`config.mk`:
```
export PLATFORM = sky130hd
export DESIGN_NAME = uart_rx
export DESIGN_NICKNAME = d
export VERILOG_FILES = /design/src/rtl/uart_rx.sv
export SDC_FILE = /design/constraint.sdc
export NUM_CORES = 1
export LEC_CHECK = 0
export ABC_AREA = 0
export BUFFER_PORTS_ARGS = -buffer_cell sky130_fd_sc_hd__buf_4
export CORE_UTILIZATION = 50
export DETAILED_ROUTE_END_ITERATION = 10
export PLACE_DENSITY = 0.8
export SYNTH_ARGS = -nofsm -noshare
export SYNTH_HDL_FRONTEND = slang
export SYNTH_SLANG_ARGS = --single-unit
```
`constraint.sdc`:
```
create_clock -name clk -period 2.62 [get_ports clk]
set_clock_uncertainty 0.05 [all_clocks]
set_input_delay 0.262 -clock clk [delete_from_list [all_inputs] [get_ports clk]]
set_output_delay 0.262 -clock clk [all_outputs]
set_load 0.01 [all_outputs]
```
`src/rtl/uart_rx.sv`:
```
// 8N1 UART receiver: 2-flop input synchronizer, mid-bit sampling FSM and a
// one-entry holding register presented on a valid/ready port.
package uart_pkg;
  typedef enum int unsigned {
    BR_9600   = 9600,
    BR_19200  = 19200,
    BR_38400  = 38400,
    BR_57600  = 57600,
    BR_115200 = 115200
  } uart_baud_rate_t;
endpackage

module uart_rx
  import uart_pkg::*;
#(
  parameter int unsigned     CLK_FREQ_HZ = 100_000_000,
  parameter uart_baud_rate_t BAUD_RATE   = BR_115200
) (
  input  logic       clk,
  input  logic       rst_n,
  input  logic       rx,
  output logic       rx_valid,
  output logic [7:0] rx_data,
  input  logic       rx_ready,
  output logic       frame_err,
  output logic       overrun
);

  localparam int unsigned CLKS_PER_BIT = CLK_FREQ_HZ / int'(BAUD_RATE);
  localparam int unsigned CLKS_HALF    = CLKS_PER_BIT / 2;
  localparam int          CW           = $clog2(CLKS_PER_BIT + 1);
  localparam logic [CW-1:0] BIT_LAST   = CW'(CLKS_PER_BIT - 1);
  localparam logic [CW-1:0] HALF_LAST  = CW'(CLKS_HALF - 1);

  if (CLKS_PER_BIT < 4) begin : g_bad_baud
    $error("uart_rx: CLKS_PER_BIT must be >= 4");
  end

  typedef enum logic [2:0] {
    IDLE      = 3'd0,
    START     = 3'd1,
    DATA      = 3'd2,
    STOP      = 3'd3,
    WAIT_IDLE = 3'd4
  } state_t;

  state_t          state_q, state_d;
  logic            sync1_q, sync2_q;
  logic [CW-1:0]   clk_cnt_q, clk_cnt_d;
  logic [2:0]      bit_cnt_q, bit_cnt_d;
  logic [7:0]      shift_q, shift_d;
  logic            rx_valid_q, rx_valid_d;
  logic [7:0]      rx_data_q, rx_data_d;
  logic            frame_err_q, frame_err_d;
  logic            overrun_q, overrun_d;
  logic            rx_s;
  logic            byte_done;
  logic            pop;

  assign rx_s = sync2_q;

  always_ff @(posedge clk or negedge rst_n) begin
    if (!rst_n) begin
      sync1_q     <= 1'b1;
      sync2_q     <= 1'b1;
      state_q     <= IDLE;
      clk_cnt_q   <= '0;
      bit_cnt_q   <= '0;
      shift_q     <= '0;
      rx_valid_q  <= 1'b0;
      rx_data_q   <= 8'h00;
      frame_err_q <= 1'b0;
      overrun_q   <= 1'b0;
    end else begin
      sync1_q     <= rx;
      sync2_q     <= sync1_q;
      state_q     <= state_d;
      clk_cnt_q   <= clk_cnt_d;
      bit_cnt_q   <= bit_cnt_d;
      shift_q     <= shift_d;
      rx_valid_q  <= rx_valid_d;
      rx_data_q   <= rx_data_d;
      frame_err_q <= frame_err_d;
      overrun_q   <= overrun_d;
    end
  end

  // Each sample point clears the clock counter, so it never wraps inside a state.
  always_comb begin
    state_d     = state_q;
    clk_cnt_d   = clk_cnt_q;
    bit_cnt_d   = bit_cnt_q;
    shift_d     = shift_q;
    byte_done   = 1'b0;
    frame_err_d = 1'b0;
    case (state_q)
      IDLE: begin
        clk_cnt_d = '0;
        bit_cnt_d = '0;
        if (!rx_s) state_d = START;
      end
      START: begin
        if (clk_cnt_q == HALF_LAST) begin
          clk_cnt_d = '0;
          bit_cnt_d = '0;
          state_d   = rx_s ? IDLE : DATA;
        end else begin
          clk_cnt_d = clk_cnt_q + 1'b1;
        end
      end
      DATA: begin
        if (clk_cnt_q == BIT_LAST) begin
          clk_cnt_d          = '0;
          shift_d[bit_cnt_q] = rx_s;
          bit_cnt_d          = bit_cnt_q + 3'd1;
          if (bit_cnt_q == 3'd7) state_d = STOP;
        end else begin
          clk_cnt_d = clk_cnt_q + 1'b1;
        end
      end
      STOP: begin
        if (clk_cnt_q == BIT_LAST) begin
          clk_cnt_d = '0;
          if (rx_s) begin
            byte_done = 1'b1;
            state_d   = IDLE;
          end else begin
            frame_err_d = 1'b1;
            state_d     = WAIT_IDLE;
          end
        end else begin
          clk_cnt_d = clk_cnt_q + 1'b1;
        end
      end
      WAIT_IDLE: begin
        clk_cnt_d = '0;
        if (rx_s) state_d = IDLE;
      end
      default: state_d = IDLE;
    endcase
  end

  // Valid/ready: a byte transfers on every cycle where rx_valid && rx_ready.
  // A completing byte may replace a byte popped in the same cycle; otherwise
  // it is dropped and overrun is flagged (set wins over the handshake clear).
  always_comb begin
    pop        = rx_valid_q && rx_ready;
    rx_valid_d = rx_valid_q;
    rx_data_d  = rx_data_q;
    overrun_d  = overrun_q;
    if (pop) begin
      rx_valid_d = 1'b0;
      overrun_d  = 1'b0;
    end
    if (byte_done) begin
      if (!rx_valid_q || pop) begin
        rx_valid_d = 1'b1;
        rx_data_d  = shift_q;
      end else begin
        overrun_d = 1'b1;
      end
    end
  end

  assign rx_valid  = rx_valid_q;
  assign rx_data   = rx_data_q;
  assign frame_err = frame_err_q;
  assign overrun   = overrun_q;

endmodule

```
==> results.sh <==
export IMPL_hold_class="in -> reg"
export IMPL_drc=0
export IMPL_drv_slew=0
export IMPL_cp_required_ps=2820
export IMPL_clock_sinks=37
export IMPL_synth_edff_count=0
export IMPL_cts_setup_buffers=0
export IMPL_syn_nets=174
export IMPL_die_width_um=61.44
export IMPL_die_area_mm2=0.003775
export IMPL_numCtsBuffers=5
export IMPL_worstPathMaxFanout=6
export IMPL_worst_pin_slew_ps=453.2
export IMPL_yosys_register_bits=37
export IMPL_max_cap_violations=0
export IMPL_antenna_found_initial=0
export IMPL_peakVddDrop_uv=356.7
export IMPL_grt_pass1_wl_um=5513
export IMPL_timing_critical_path_from="clk_cnt_q[0]$_DFFE_PN0P_"
export IMPL_clk_pin_slew_worst_paths_ps=120
export IMPL_cp_endpoint="shift_q[2]$_DFFE_PN0P_"
export IMPL_synthArstFlopShare=1.000
export IMPL_detailed_place_hpwl_um=2267
export IMPL_portBuffers=14
export IMPL_finalHoldViolCount=0
export IMPL_worstReg2RegStart="clk_cnt_q[0]$_DFFE_PN0P_"
export IMPL_avgViaCountPerCell=5.775
export IMPL_yosysWarnings=0
export IMPL_h_tree_depth=2
export IMPL_place_congestion=0.9345
export IMPL_clock_latency_ps=350
export IMPL_grt_start_max_net_pins=38
export IMPL_track_usage=0.2006
export IMPL_first_pass_iters=4
export IMPL_core_area_mm2=0.003363
export IMPL_powerDensity_mw_per_mm2=505.0
export IMPL_ff2ff_setup_slack_ps=140
export IMPL_rsz0062_at_grt="no"
export IMPL_fin_crit_sh=0.9448
export IMPL_netlist_area_mm2=0.001767
export IMPL_wl_per_cell_um=14.10
export IMPL_outcome="completed"
export IMPL_finalSetupTns_ps=0
export IMPL_fin_nets=192
export IMPL_synthCells=166
export IMPL_initial_core_util=0.5253
export IMPL_max_freq_ghz=0.4040
export IMPL_seq_area_frac_synth=0.5255
export IMPL_arrival_ps=2670
export IMPL_path_class="reg -> reg"
export IMPL_die_h_um=61.44
export IMPL_relSlewSlack=0.6979
export IMPL_vias=1334
export IMPL_r2r_cells=6
export IMPL_drive_above_1_share=0.2162
export IMPL_grt_pass1_vias=1282
export IMPL_rows=21
export IMPL_post_synth_num_cell_types=38
export IMPL_min_period_ps=2475
export IMPL_antenna_cells=0
export IMPL_layout_area_overhead_vs_synth_pct=14.45
export IMPL_worst_setup_path_end_kind="flip-flop"
export IMPL_n_fill_cell=292
export IMPL_ioPinCount=15
export IMPL_placed_cell_area_mm2=0.001913
export IMPL_cts_tree="yes"
export IMPL_setup_viol=0
export IMPL_power_leakage_nw=0.9198
export IMPL_fin_area_mm2=0.002022
export IMPL_reg2reg_to="shift_q[2]$_DFFE_PN0P_"
export IMPL_cts_buffer_depth=2
export IMPL_finalWirelength_um=3257
export IMPL_start_kind="flip-flop"
export IMPL_ant_nets=0
export IMPL_synth_main_ff_cell="dfrtp_1"
export IMPL_dr_first_iter_drc_count=54
export IMPL_syn_avg_cell_area_um2=10.64
export IMPL_grt_ovfl_total=0
export IMPL_clk_root_buffer_cell="clkbuf_4"
==> area by class of cell <==
cell class	count	area (µm²)	share of cell area
Multi-Input combinational cell	116	788.3	0.3899
Tap cell	46	57.56	0.02847
Clock inverter	2	37.54	0.01856
Timing Repair Buffer	17	132.6	0.06559
Inverter	7	26.28	0.01300
Clock buffer	6	51.30	0.02537
Sequential cell	37	928.4	0.4592
==> state kept, by name, summed over array words and instances, names as in the netlist <==
| register | count |
|---|---|
| bit_cnt_q | 3 |
| clk_cnt_q | 10 |
| frame_err | 1 |
| overrun | 1 |
| rx_data | 8 |
| rx_s | 1 |
| rx_valid | 1 |
| shift_q | 8 |
| state_q | 3 |
| sync1_q | 1 |
==> timing repair <==
action	in CTS	in global routing
gates resized for setup	0	0
endpoints found under the hold margin	36	0
hold buffers	2	0
==> synth_stat cells, types with 2 or more instances <==
cell / number / area share
clkbuf_1: 5 / 0.011
mux2_1: 4 / 0.025
and3_1: 2 / 0.0071
dfstp_2: 2 / 0.030
nand4_1: 6 / 0.021
mux2_2: 12 / 0.076
ha_1: 4 / 0.028
nor4_1: 2 / 0.0071
or3_1: 2 / 0.0071
xor2_1: 2 / 0.0099
a31oi_1: 3 / 0.011
a21oi_1: 5 / 0.014
inv_1: 7 / 0.015
nand2_1: 13 / 0.028
nor2_1: 16 / 0.034
o21ai_0: 5 / 0.014
dfrtp_1: 35 / 0.50
o221ai_1: 3 / 0.015
xnor2_1: 2 / 0.0099
nor3_1: 9 / 0.025
nand4bb_1: 2 / 0.013
nand3_1: 6 / 0.017
nand2b_1: 4 / 0.014
==> placed cells by master, fill, tap and decap left out, types with 2 or more instances in the layout <==
master	n
nand2_1	13
dlygate4sd3_1	2
nand2b_1	4
dfstp_2	2
clkbuf_4	5
buf_4	15
a31oi_1	3
o221ai_1	3
mux2_1	4
dfrtp_1	35
xnor2_1	2
xor2_1	2
nand3_1	6
or3_1	2
and3_1	2
o21ai_0	5
mux2_2	12
nor2_1	16
nor3_1	9
nor4_1	2
a21oi_1	5
inv_1	7
nand4_1	6
ha_1	4
nand4bb_1	2
==> critical path: stages, from the launching register on <==
cell,delay (ps)
dfrtp_1,430
ha_1,290
nand3_1,150
or3_4,380
or4_4,520
nor3_1,210
mux2_1,340
==> kinds of logic after synthesis <==
logic type	count (synthesis)	synth area share
AOI/OAI and AO/OA	24	0.09208
DFF	37	0.5255
adders and majority gates	4	0.02833
and+or+nand+nor	68	0.2040
xor gates and xnor gates	4	0.01983
buffers and inverters	13	0.02833
muxes	16	0.1020
==> worst min path at each step <==
| stage | endpoint | slack, ps | cells after the start | start |
|---|---|---|---|---|
| 6_report | overrun$_DFF_PN0_ | 40 | 2 | rx_ready |
| 5_1_grt | overrun$_DFF_PN0_ | 20 | 2 | rx_ready |
| 4_1_cts | overrun$_DFF_PN0_ | 20 | 2 | rx_ready |
| 3_5_place_dp | frame_err$_DFF_PN0_ | 190 | 1 | rst_n |
| 3_3_place_gp | frame_err$_DFF_PN0_ | 190 | 1 | rst_n |
| 2_1_floorplan | bit_cnt_q[0]$_DFFE_PN0P_ | -80 | 0 | rst_n |
==> power breakdown <==
| part | switching [W] | internal, W |
|---|---|---|
| clock network | 0.000195 | 0.000227 |
| registers | 0.00000386 | 0.000575 |
| logic | 0.0000135 | 0.00000738 |
| total | 0.000212 | 0.000809 |
==> through the flow <==
stage,hold WS [ps],total power [W],utilization,std cells,setup WS (ps)
floorplan,-83.59,0.0005916,-,166,373.4
CTS,24.63,0.001029,0.6012,231,149.5
finish,36.79,0.001021,0.6012,231,144.6
detailed placement,194.6,0.0006093,0.5688,221,162.5
global placement,185.1,0.0006082,0.5688,221,300.6
global route,16.50,0.001060,0.6012,231,84.38
==> routing by layer <==
layer	vias to the layer above	wire length, µm	global-route usage
met2	39	1594	0.3339
met4	0	59	0.09206
met5	-	0	0
met3	8	138	0.07353
met1	644	1465	0.2311
li1	643	-	-
No activity file was read; power rests on OpenSTA's default activity.
